`src/rtl/mem_sa_pkg.sv`:
```
// Shared types for the MKIO subaddress message buffer.
//   wr_state_t : receive-side message assembly states
//   rd_state_t : host-side readout states
package mem_sa_pkg;

  typedef enum logic [0:0] {
    WIdle,
    WFill
  } wr_state_t;

  typedef enum logic [1:0] {
    RIdle,
    RFetch,
    RStream
  } rd_state_t;

endpackage

```
`src/rtl/mem_sdp.sv`:
```
// Single-clock simple dual-port RAM with registered read.
//   clk_i   : clock
//   we_i    : write enable; waddr_i / wdata_i write address and data
//   re_i    : read enable; rdata_o updates one cycle after re_i with mem[raddr_i]
//   rdata_o : registered read data, holds its value while re_i is low
module mem_sdp #(
  parameter int unsigned DATA_WIDTH = 16,
  parameter int unsigned ADDR_WIDTH = 7
) (
  input  logic                  clk_i,
  input  logic                  we_i,
  input  logic [ADDR_WIDTH-1:0] waddr_i,
  input  logic [DATA_WIDTH-1:0] wdata_i,
  input  logic                  re_i,
  input  logic [ADDR_WIDTH-1:0] raddr_i,
  output logic [DATA_WIDTH-1:0] rdata_o
);

  logic [DATA_WIDTH-1:0] mem_q [2**ADDR_WIDTH];
  logic [DATA_WIDTH-1:0] rdata_q;

  always_ff @(posedge clk_i) begin
    if (we_i) begin
      mem_q[waddr_i] <= wdata_i;
    end
    if (re_i) begin
      rdata_q <= mem_q[raddr_i];
    end
  end

  assign rdata_o = rdata_q;

endmodule

```
`src/rtl/mem_sa_buf.sv`:
```
// Multi-slot message buffer between the 1553 word decoder and the host bus.
// One RAM is split into CH_NUM slots of 2**ADDR_WIDTH words; address = {slot, word_idx}.
//   clock, reset                : single clock, synchronous active-high reset
//   wr_start/wr_ch              : open a message on a slot (drops the slot's old message)
//   wr_en/data                  : append a word to the open message
//   wr_commit/wr_abort          : close (mark valid) or discard the open message
//   wr_err                      : pulse, wr_start refused because the slot is being read
//   rd_req/rd_ch                : start readout of a committed slot
//   q/rd_valid/rd_ready/rd_last : readout stream with valid/ready handshake
//   rd_empty                    : pulse, rd_req to a slot without a committed message
//   ch_valid/ch_ovf             : per-slot committed and overflow flags
//   rd_cnt                      : word count of slot rd_ch
module mem_sa_buf
  import mem_sa_pkg::*;
#(
  parameter int unsigned DATA_WIDTH = 16,
  parameter int unsigned ADDR_WIDTH = 5,
  parameter int unsigned CH_NUM     = 4,
  localparam int unsigned CH_WIDTH  = $clog2(CH_NUM)
) (
  input  logic                  clock,
  input  logic                  reset,
  input  logic                  wr_start,
  input  logic [CH_WIDTH-1:0]   wr_ch,
  input  logic                  wr_en,
  input  logic [DATA_WIDTH-1:0] data,
  input  logic                  wr_commit,
  input  logic                  wr_abort,
  output logic                  wr_err,
  input  logic                  rd_req,
  input  logic [CH_WIDTH-1:0]   rd_ch,
  output logic [DATA_WIDTH-1:0] q,
  output logic                  rd_valid,
  input  logic                  rd_ready,
  output logic                  rd_last,
  output logic                  rd_empty,
  output logic [CH_NUM-1:0]     ch_valid,
  output logic [CH_NUM-1:0]     ch_ovf,
  output logic [ADDR_WIDTH:0]   rd_cnt
);

  localparam int unsigned PtrW    = ADDR_WIDTH + 1;
  localparam int unsigned RamAddrW = ADDR_WIDTH + CH_WIDTH;
  localparam logic [PtrW-1:0] SlotWords = PtrW'(2 ** ADDR_WIDTH);

  wr_state_t              wr_state_q, wr_state_d;
  logic [CH_WIDTH-1:0]    wslot_q, wslot_d;
  logic [PtrW-1:0]        wptr_q, wptr_d;
  logic                   wovf_q, wovf_d;
  logic                   wr_err_q, wr_err_d;

  rd_state_t              rd_state_q, rd_state_d;
  logic [CH_WIDTH-1:0]    rslot_q, rslot_d;
  logic [PtrW-1:0]        rptr_q, rptr_d;
  logic                   rd_valid_q, rd_valid_d;
  logic                   rd_empty_q, rd_empty_d;

  logic [CH_NUM-1:0]      ch_valid_q, ch_valid_d;
  logic [CH_NUM-1:0]      ch_ovf_q, ch_ovf_d;
  logic [PtrW-1:0]        cnt_q [CH_NUM];
  logic [PtrW-1:0]        cnt_d [CH_NUM];

  logic                   rd_accept, rd_fire, rd_is_last, rd_done;
  logic                   start_refused, wr_open, wr_close;

  logic                   ram_we, ram_re;
  logic [RamAddrW-1:0]    ram_waddr, ram_raddr;
  logic [DATA_WIDTH-1:0]  ram_rdata;

  mem_sdp #(
    .DATA_WIDTH (DATA_WIDTH),
    .ADDR_WIDTH (RamAddrW)
  ) u_ram (
    .clk_i   (clock),
    .we_i    (ram_we),
    .waddr_i (ram_waddr),
    .wdata_i (data),
    .re_i    (ram_re),
    .raddr_i (ram_raddr),
    .rdata_o (ram_rdata)
  );

  assign rd_accept  = (rd_state_q == RIdle) && rd_req && ch_valid_q[rd_ch];
  assign rd_fire    = rd_valid_q && rd_ready;
  // rptr runs one ahead of the displayed word, so the last word shows when rptr == count.
  assign rd_is_last = rd_valid_q && (rptr_q == cnt_q[rslot_q]);
  // A slot under readout (or being claimed by a read this cycle) cannot be reopened.
  assign start_refused = ((rd_state_q != RIdle) && (rslot_q == wr_ch)) ||
                         (rd_accept && (rd_ch == wr_ch));

  // ---------------------------------------------------------------- state registers
  always_ff @(posedge clock) begin
    if (reset) begin
      wr_state_q <= WIdle;
      wslot_q    <= '0;
      wptr_q     <= '0;
      wovf_q     <= 1'b0;
      wr_err_q   <= 1'b0;
      rd_state_q <= RIdle;
      rslot_q    <= '0;
      rptr_q     <= '0;
      rd_valid_q <= 1'b0;
      rd_empty_q <= 1'b0;
      ch_valid_q <= '0;
      ch_ovf_q   <= '0;
      for (int i = 0; i < CH_NUM; i++) begin
        cnt_q[i] <= '0;
      end
    end else begin
      wr_state_q <= wr_state_d;
      wslot_q    <= wslot_d;
      wptr_q     <= wptr_d;
      wovf_q     <= wovf_d;
      wr_err_q   <= wr_err_d;
      rd_state_q <= rd_state_d;
      rslot_q    <= rslot_d;
      rptr_q     <= rptr_d;
      rd_valid_q <= rd_valid_d;
      rd_empty_q <= rd_empty_d;
      ch_valid_q <= ch_valid_d;
      ch_ovf_q   <= ch_ovf_d;
      for (int i = 0; i < CH_NUM; i++) begin
        cnt_q[i] <= cnt_d[i];
      end
    end
  end

  // ---------------------------------------------------------------- write FSM next state
  always_comb begin
    wr_state_d = wr_state_q;
    wslot_d    = wslot_q;
    wptr_d     = wptr_q;
    wovf_d     = wovf_q;
    wr_err_d   = 1'b0;
    wr_open    = 1'b0;
    wr_close   = 1'b0;

    // Append is evaluated first so a word arriving with commit is counted.
    if ((wr_state_q == WFill) && wr_en) begin
      if (wptr_q != SlotWords) begin
        wptr_d = wptr_q + 1'b1;
      end else begin
        wovf_d = 1'b1;
      end
    end

    unique case (wr_state_q)
      WIdle: begin
        if (wr_start) begin
          if (start_refused) begin
            wr_err_d = 1'b1;
          end else begin
            wr_open = 1'b1;
          end
        end
      end
      WFill: begin
        if (wr_abort) begin
          wr_state_d = WIdle;
        end else if (wr_commit) begin
          wr_state_d = WIdle;
          wr_close   = 1'b1;
        end else if (wr_start) begin
          if (start_refused) begin
            wr_err_d = 1'b1;
          end else begin
            wr_open = 1'b1;
          end
        end
      end
      default: wr_state_d = WIdle;
    endcase

    if (wr_open) begin
      wr_state_d = WFill;
      wslot_d    = wr_ch;
      wptr_d     = '0;
      wovf_d     = 1'b0;
    end
  end

  // ---------------------------------------------------------------- write FSM outputs
  always_comb begin
    ram_we    = (wr_state_q == WFill) && wr_en && (wptr_q != SlotWords);
    ram_waddr = {wslot_q, wptr_q[ADDR_WIDTH-1:0]};
  end

  // ---------------------------------------------------------------- read FSM next state
  always_comb begin
    rd_state_d = rd_state_q;
    rslot_d    = rslot_q;
    rptr_d     = rptr_q;
    rd_valid_d = rd_valid_q;
    rd_empty_d = 1'b0;
    rd_done    = 1'b0;

    unique case (rd_state_q)
      RIdle: begin
        if (rd_req) begin
          if (ch_valid_q[rd_ch]) begin
            rd_state_d = RFetch;
            rslot_d    = rd_ch;
            rptr_d     = '0;
          end else begin
            rd_empty_d = 1'b1;
          end
        end
      end
      RFetch: begin
        rd_state_d = RStream;
        rptr_d     = rptr_q + 1'b1;
        rd_valid_d = 1'b1;
      end
      RStream: begin
        if (rd_fire) begin
          if (rd_is_last) begin
            rd_state_d = RIdle;
            rd_valid_d = 1'b0;
            rd_done    = 1'b1;
          end else begin
            rptr_d = rptr_q + 1'b1;
          end
        end
      end
      default: rd_state_d = RIdle;
    endcase
  end

  // ---------------------------------------------------------------- read FSM outputs
  // The RAM read register is the output holding register: it only advances on a transfer,
  // which keeps q stable under back-pressure and gives one word per cycle with rd_ready high.
  always_comb begin
    ram_re    = (rd_state_q == RFetch) ||
                ((rd_state_q == RStream) && rd_fire && !rd_is_last);
    ram_raddr = {rslot_q, rptr_q[ADDR_WIDTH-1:0]};
  end

  // ---------------------------------------------------------------- slot tables
  always_comb begin
    ch_valid_d = ch_valid_q;
    ch_ovf_d   = ch_ovf_q;
    for (int i = 0; i < CH_NUM; i++) begin
      cnt_d[i] = cnt_q[i];
    end
    if (rd_done) begin
      ch_valid_d[rslot_q] = 1'b0;
      ch_ovf_d[rslot_q]   = 1'b0;
    end
    if (wr_open) begin
      ch_valid_d[wr_ch] = 1'b0;
    end
    if (wr_close) begin
      cnt_d[wslot_q]      = wptr_d;
      ch_valid_d[wslot_q] = (wptr_d != '0);
      ch_ovf_d[wslot_q]   = wovf_d;
    end
  end

  assign wr_err   = wr_err_q;
  assign rd_empty = rd_empty_q;
  assign rd_valid = rd_valid_q;
  assign rd_last  = rd_is_last;
  assign q        = rd_valid_q ? ram_rdata : '0;
  assign ch_valid = ch_valid_q;
  assign ch_ovf   = ch_ovf_q;
  assign rd_cnt   = cnt_q[rd_ch];

endmodule
```
`config.mk`:
```
export PLATFORM = sky130hd
export DESIGN_NAME = mem_sa_buf
export DESIGN_NICKNAME = d
export VERILOG_FILES = /design/src/rtl/mem_sa_pkg.sv /design/src/rtl/mem_sdp.sv /design/src/rtl/mem_sa_buf.sv
export SDC_FILE = /design/constraint.sdc
export NUM_CORES = 2
export LEC_CHECK = 0
export BUFFER_PORTS_ARGS = -buffer_cell sky130_fd_sc_hd__buf_4
export CORE_AREA = 3 3 530 532
export CTS_CLUSTER_DIAMETER = 50
export DETAILED_ROUTE_END_ITERATION = 7
export DIE_AREA = 0 0 533 535
export HOLD_SLACK_MARGIN = 0.15
export PLACE_DENSITY_LB_ADDON = 0.12
export REMOVE_ABC_BUFFERS = 1
export SYNTH_ARGS = -nofsm -noshare
export SYNTH_HDL_FRONTEND = slang
export SYNTH_SLANG_ARGS = --single-unit
```
`constraint.sdc`:
```
create_clock -name clock -period 4.2 [get_ports clock]
set_input_delay 0 -clock clock [delete_from_list [all_inputs] [get_ports clock]]
set_output_delay 0 -clock clock [all_outputs]
set_load 0.02 [all_outputs]
```
==> summary.md <==
| Metric | Value |
|---|---|
| CTS tree | done |
| Worst Hold Path EP | u_ram.mem_q[101][12] |
| RSZ-0062 raised after global routing | no |
| Final HPWL DP | 174200 um |
| Residual DRC count | 0 |
| Worst vdd ir | 0.0003966 V |
| Die Y-Extent | 535 um |
| Synthesized cell area | 82830 um2 |
| Initial antenna violation count | 13 |
| Max Root-Sink Buffers | 4 |
| Top delay family on crit path | multiplexers |
| Ys flop type | edfxtp_1 |
| Status | complete, no violations |
| Crit path cell chain | buf_4, mux4_2, mux4_2, nor2_1, a2111oi_1, buf_4, a311oi_2, buf_4, o211ai_1 |
| Post-synth top area share | 74.83% |
| Number of warnings issued by yosys | 0 |
| Starting Density | 29.96% |
| Reg2reg path depth | 9 |
| Cells after Synth | 3992 |
| Synth Register Bits | 2121 |
| Worst EP required | 4830 ps |
| Row cnt | 193 |
| Worst slew margin | 2.204% |
| Reg-to-reg startpoint | rptr_q[0] |
| Slowest Stage Delay on Critical Path | 670 ps |
| Final min period | 3865 ps |
| Post-DR wirelength/cell | 33.08 um |
| First-pass GRT wire length | 386400 um |
| Worst slew pin tran | 1462 ps |
| CTS Root Cell | clkbuf_16 |
| Pin count of the biggest net entering global routing | 129 |
| Layout Nets | 4591 |
| Critical Path Start | rptr_q[0] |
| Largest cells by area after synthesis | edfxtp_1 75%, mux4_2 12%, mux2i_1 2.9% |
| Worst-path maximum fanout | 20 |
| Filler Cells Inserted | 25560 |
| Layout cell share with drive strength beyond 1 | 31.52% |
| Core area | 276500 um2 |
| Worst-path clk slew | 60 ps |
| Min-delay src | data[12] |
| Area delta synth->final | 21.15% |
| PwrDens | 486.7 nW/um2 |
| Vias in the first global route | 44450 |
| Crit start category | flop |
| DP Worst Slack | -77.91 ps |
| GR Util All Layers | 19.49% |
| Final Max Tran Viols | 0 |
| H-tree Lvls | 5 |
| Die Width | 533 um |
| Dominant cell type by area after synthesis | edfxtp_1 |
| List of most frequent post-synthesis cells | 2064 x edfxtp_1, 446 x mux4_2, 236 x mux2i_1 |
| Placer Congestion | 0.8077 |
| Pwr Total | 48.83 mW |
| Final setup violation count | 0 |
| Most common cell in the netlist | edfxtp_1 |
| Hold-critical path depth | 2 |
| Postcts setup bufs | 0 |
| Async S/R FF share, synth | 0% |
| Period utilisation layout | 92.03% |
| Fmax | 258.7 MHz |
| R2r setup slk | 330 ps |
| GRT overflow | 0 |
| Drt first pass iters | 6 |
| Die area | 285200 um2 |
| Number of max-cap violations | 0 |
| Post-route antenna net violation count | 0 |
| Critical-path top delay cell | dfxtp_4 |
| Worst path arrival time | 4500 ps |
| Crit path kind | flop to flop |
| Leak | 30.95 nW |
| RR Endpoint | u_ram.rdata_o[6] |
| PortBufs | 61 |
| Clock Sinks | 2121 |
| CP bufs+invs | 3 |
| Distinct cells, synth | 72 |
| Post-synthesis sequential area ratio | 76.20% |
| Clk Latency, worst-skew pair | 940 ps |
| Hold Crit Class | input pin to flop |
| Cell count along the critical path | 9 |
| Drt total wl | 280700 um |
| DR vias | 43240 |
| Vias per cell | 5.096 |
| Final worst slack | 334.6 ps |
| Num CTS Buffers | 299 |
| Syn_area_per_cell | 20.75 um2 |
| Crit-path most repeated cell | buf_4 |
| Post-synth EDFFs | 2064 |
| Hold Fails Final Rpt | 0 |
| Kind of end point of the critical path | flop |
| Boundary Pins | 62 |
| Initial DRC count | 4220 |
| Worst Skew | 44.47 ps |
[worst max path at each step]
| stage | slack (ps) | to |
|---|---|---|
| 4_1_cts | 220 | u_ram.rdata_o[6] |
| 6_report | 330 | u_ram.rdata_o[6] |
| 2_1_floorplan | -18000 | u_ram.rdata_o[5] |
| 5_1_grt | 230 | u_ram.rdata_o[6] |
| 3_5_place_dp | -80 | u_ram.rdata_o[6] |
| 3_3_place_gp | -60 | u_ram.rdata_o[6] |
[cell families (layout without fill, tap and decap cells)]
kind of cell    after synthesis  count (layout)  share of synthesized area, %
flops                      2121            2121                         76.20
simple gates                491             491                         2.631
xor+xnor                     15              15                        0.1586
fa+ha+maj                     7               7                        0.1057
other cells                   0               6                             0
buf+inv                     240            1023                         1.926
mux                         715             715                         15.66
compound gates              403             403                         3.313
[worst reg2reg max path: cells and delay by family, from the launching register on]
family / cells / cell delay, ps
compound gates: 3 / 760
buf+inv: 3 / 820
flops: 1 / 670
mux: 2 / 1040
simple gates: 1 / 270
[cell usage in the layout, fill, tap and decap left out, types with 7 or more instances in the layout]
cell type	Yosys	routed
bufinv_16	0	35
a22oi_1	110	110
clkinv_2	0	42
o211ai_1	11	11
nand4_1	12	12
buf_12	4	34
mux4_2	446	446
nor3_1	31	31
and2_1	25	24
inv_1	11	9
a211oi_1	11	11
mux4_1	13	13
o22ai_1	18	18
clkinvlp_4	0	17
clkbuf_16	0	307
edfxtp_1	2064	2064
ha_1	7	7
a221oi_1	29	29
nor2_1	196	60
inv_6	0	18
dfxtp_1	57	52
mux2i_1	236	236
mux2_2	20	20
o21ai_1	9	10
nand2_1	135	129
o21ai_0	39	38
buf_4	47	401
dlygate4sd3_1	0	56
clkbuf_1	67	42
xnor2_1	11	11
nor2b_1	18	14
nor2_2	1	134
a21oi_1	101	101
a31oi_1	18	18
nand3_1	38	37
clkinv_4	0	13
and3_1	8	8
clkinv_1	1	41
[through the flow]
stage	TNS (ps)	instance area (um2)	std cells	hold WS, ps	utilization, %
after floorplan	-834170	81280	3764	69.07	-
after global placement	-60.97	90020	7903	311.8	32.56
after detailed placement	-77.91	90020	7903	307.8	32.56
after CTS	0	100300	8480	172.5	36.29
after global routing	0	100300	8481	231.1	36.29
final	0	100300	8486	224.4	36.29
[flip-flops by register name, summed over array words and instances, names as in the netlist, named ones only]
signal,cells
ch_ovf,4
ch_valid,4
cnt_q,24
rd_empty,1
rd_state_q,2
rd_valid,1
rptr_q,6
rslot_q,2
u_ram.mem_q,2048
u_ram.rdata_o,16
wovf_q,1
wptr_q,6
wr_err,1
wr_state_q,1
wslot_q,2
[report_power, final]
part           switching, mW  total [mW]  leakage (nW)  internal [mW]
logic                  0.570       0.700          7.22          0.130
registers             0.0145        23.2          19.0           23.2
clock network           9.37        24.9          4.73           15.5
total                   9.95        48.8          31.0           38.9
[area by class of cell]
type,count,area [um2],area share [%]
antenna,6,15.01,0.01496
inverter,12,51.30,0.05112
clock buffer,349,7840,7.813
multi-input combinational,1631,18530,18.46
sequential,2121,63140,62.92
tap,3705,4636,4.620
timing repair buffer,491,4252,4.237
clock inverter,171,1889,1.883
[routing by layer]
layer	wire, um	vias to the layer above	track usage (%)
met4	8395	2	5.928
met2	131700	1323	30.92
met1	125400	23690	27.46
met3	14970	379	3.295
met5	244	-	0
li1	-	17850	-
[what timing repair did]
| action | 4_1_cts | 5_1_grt |
|---|---|---|
| resized for setup | 1 | 0 |
| hold buffers | 57 | 0 |
| setup endpoints to repair | 1 | 0 |
| hold endpoints to repair | 2033 | 0 |
(Power assumes the default switching activity.)
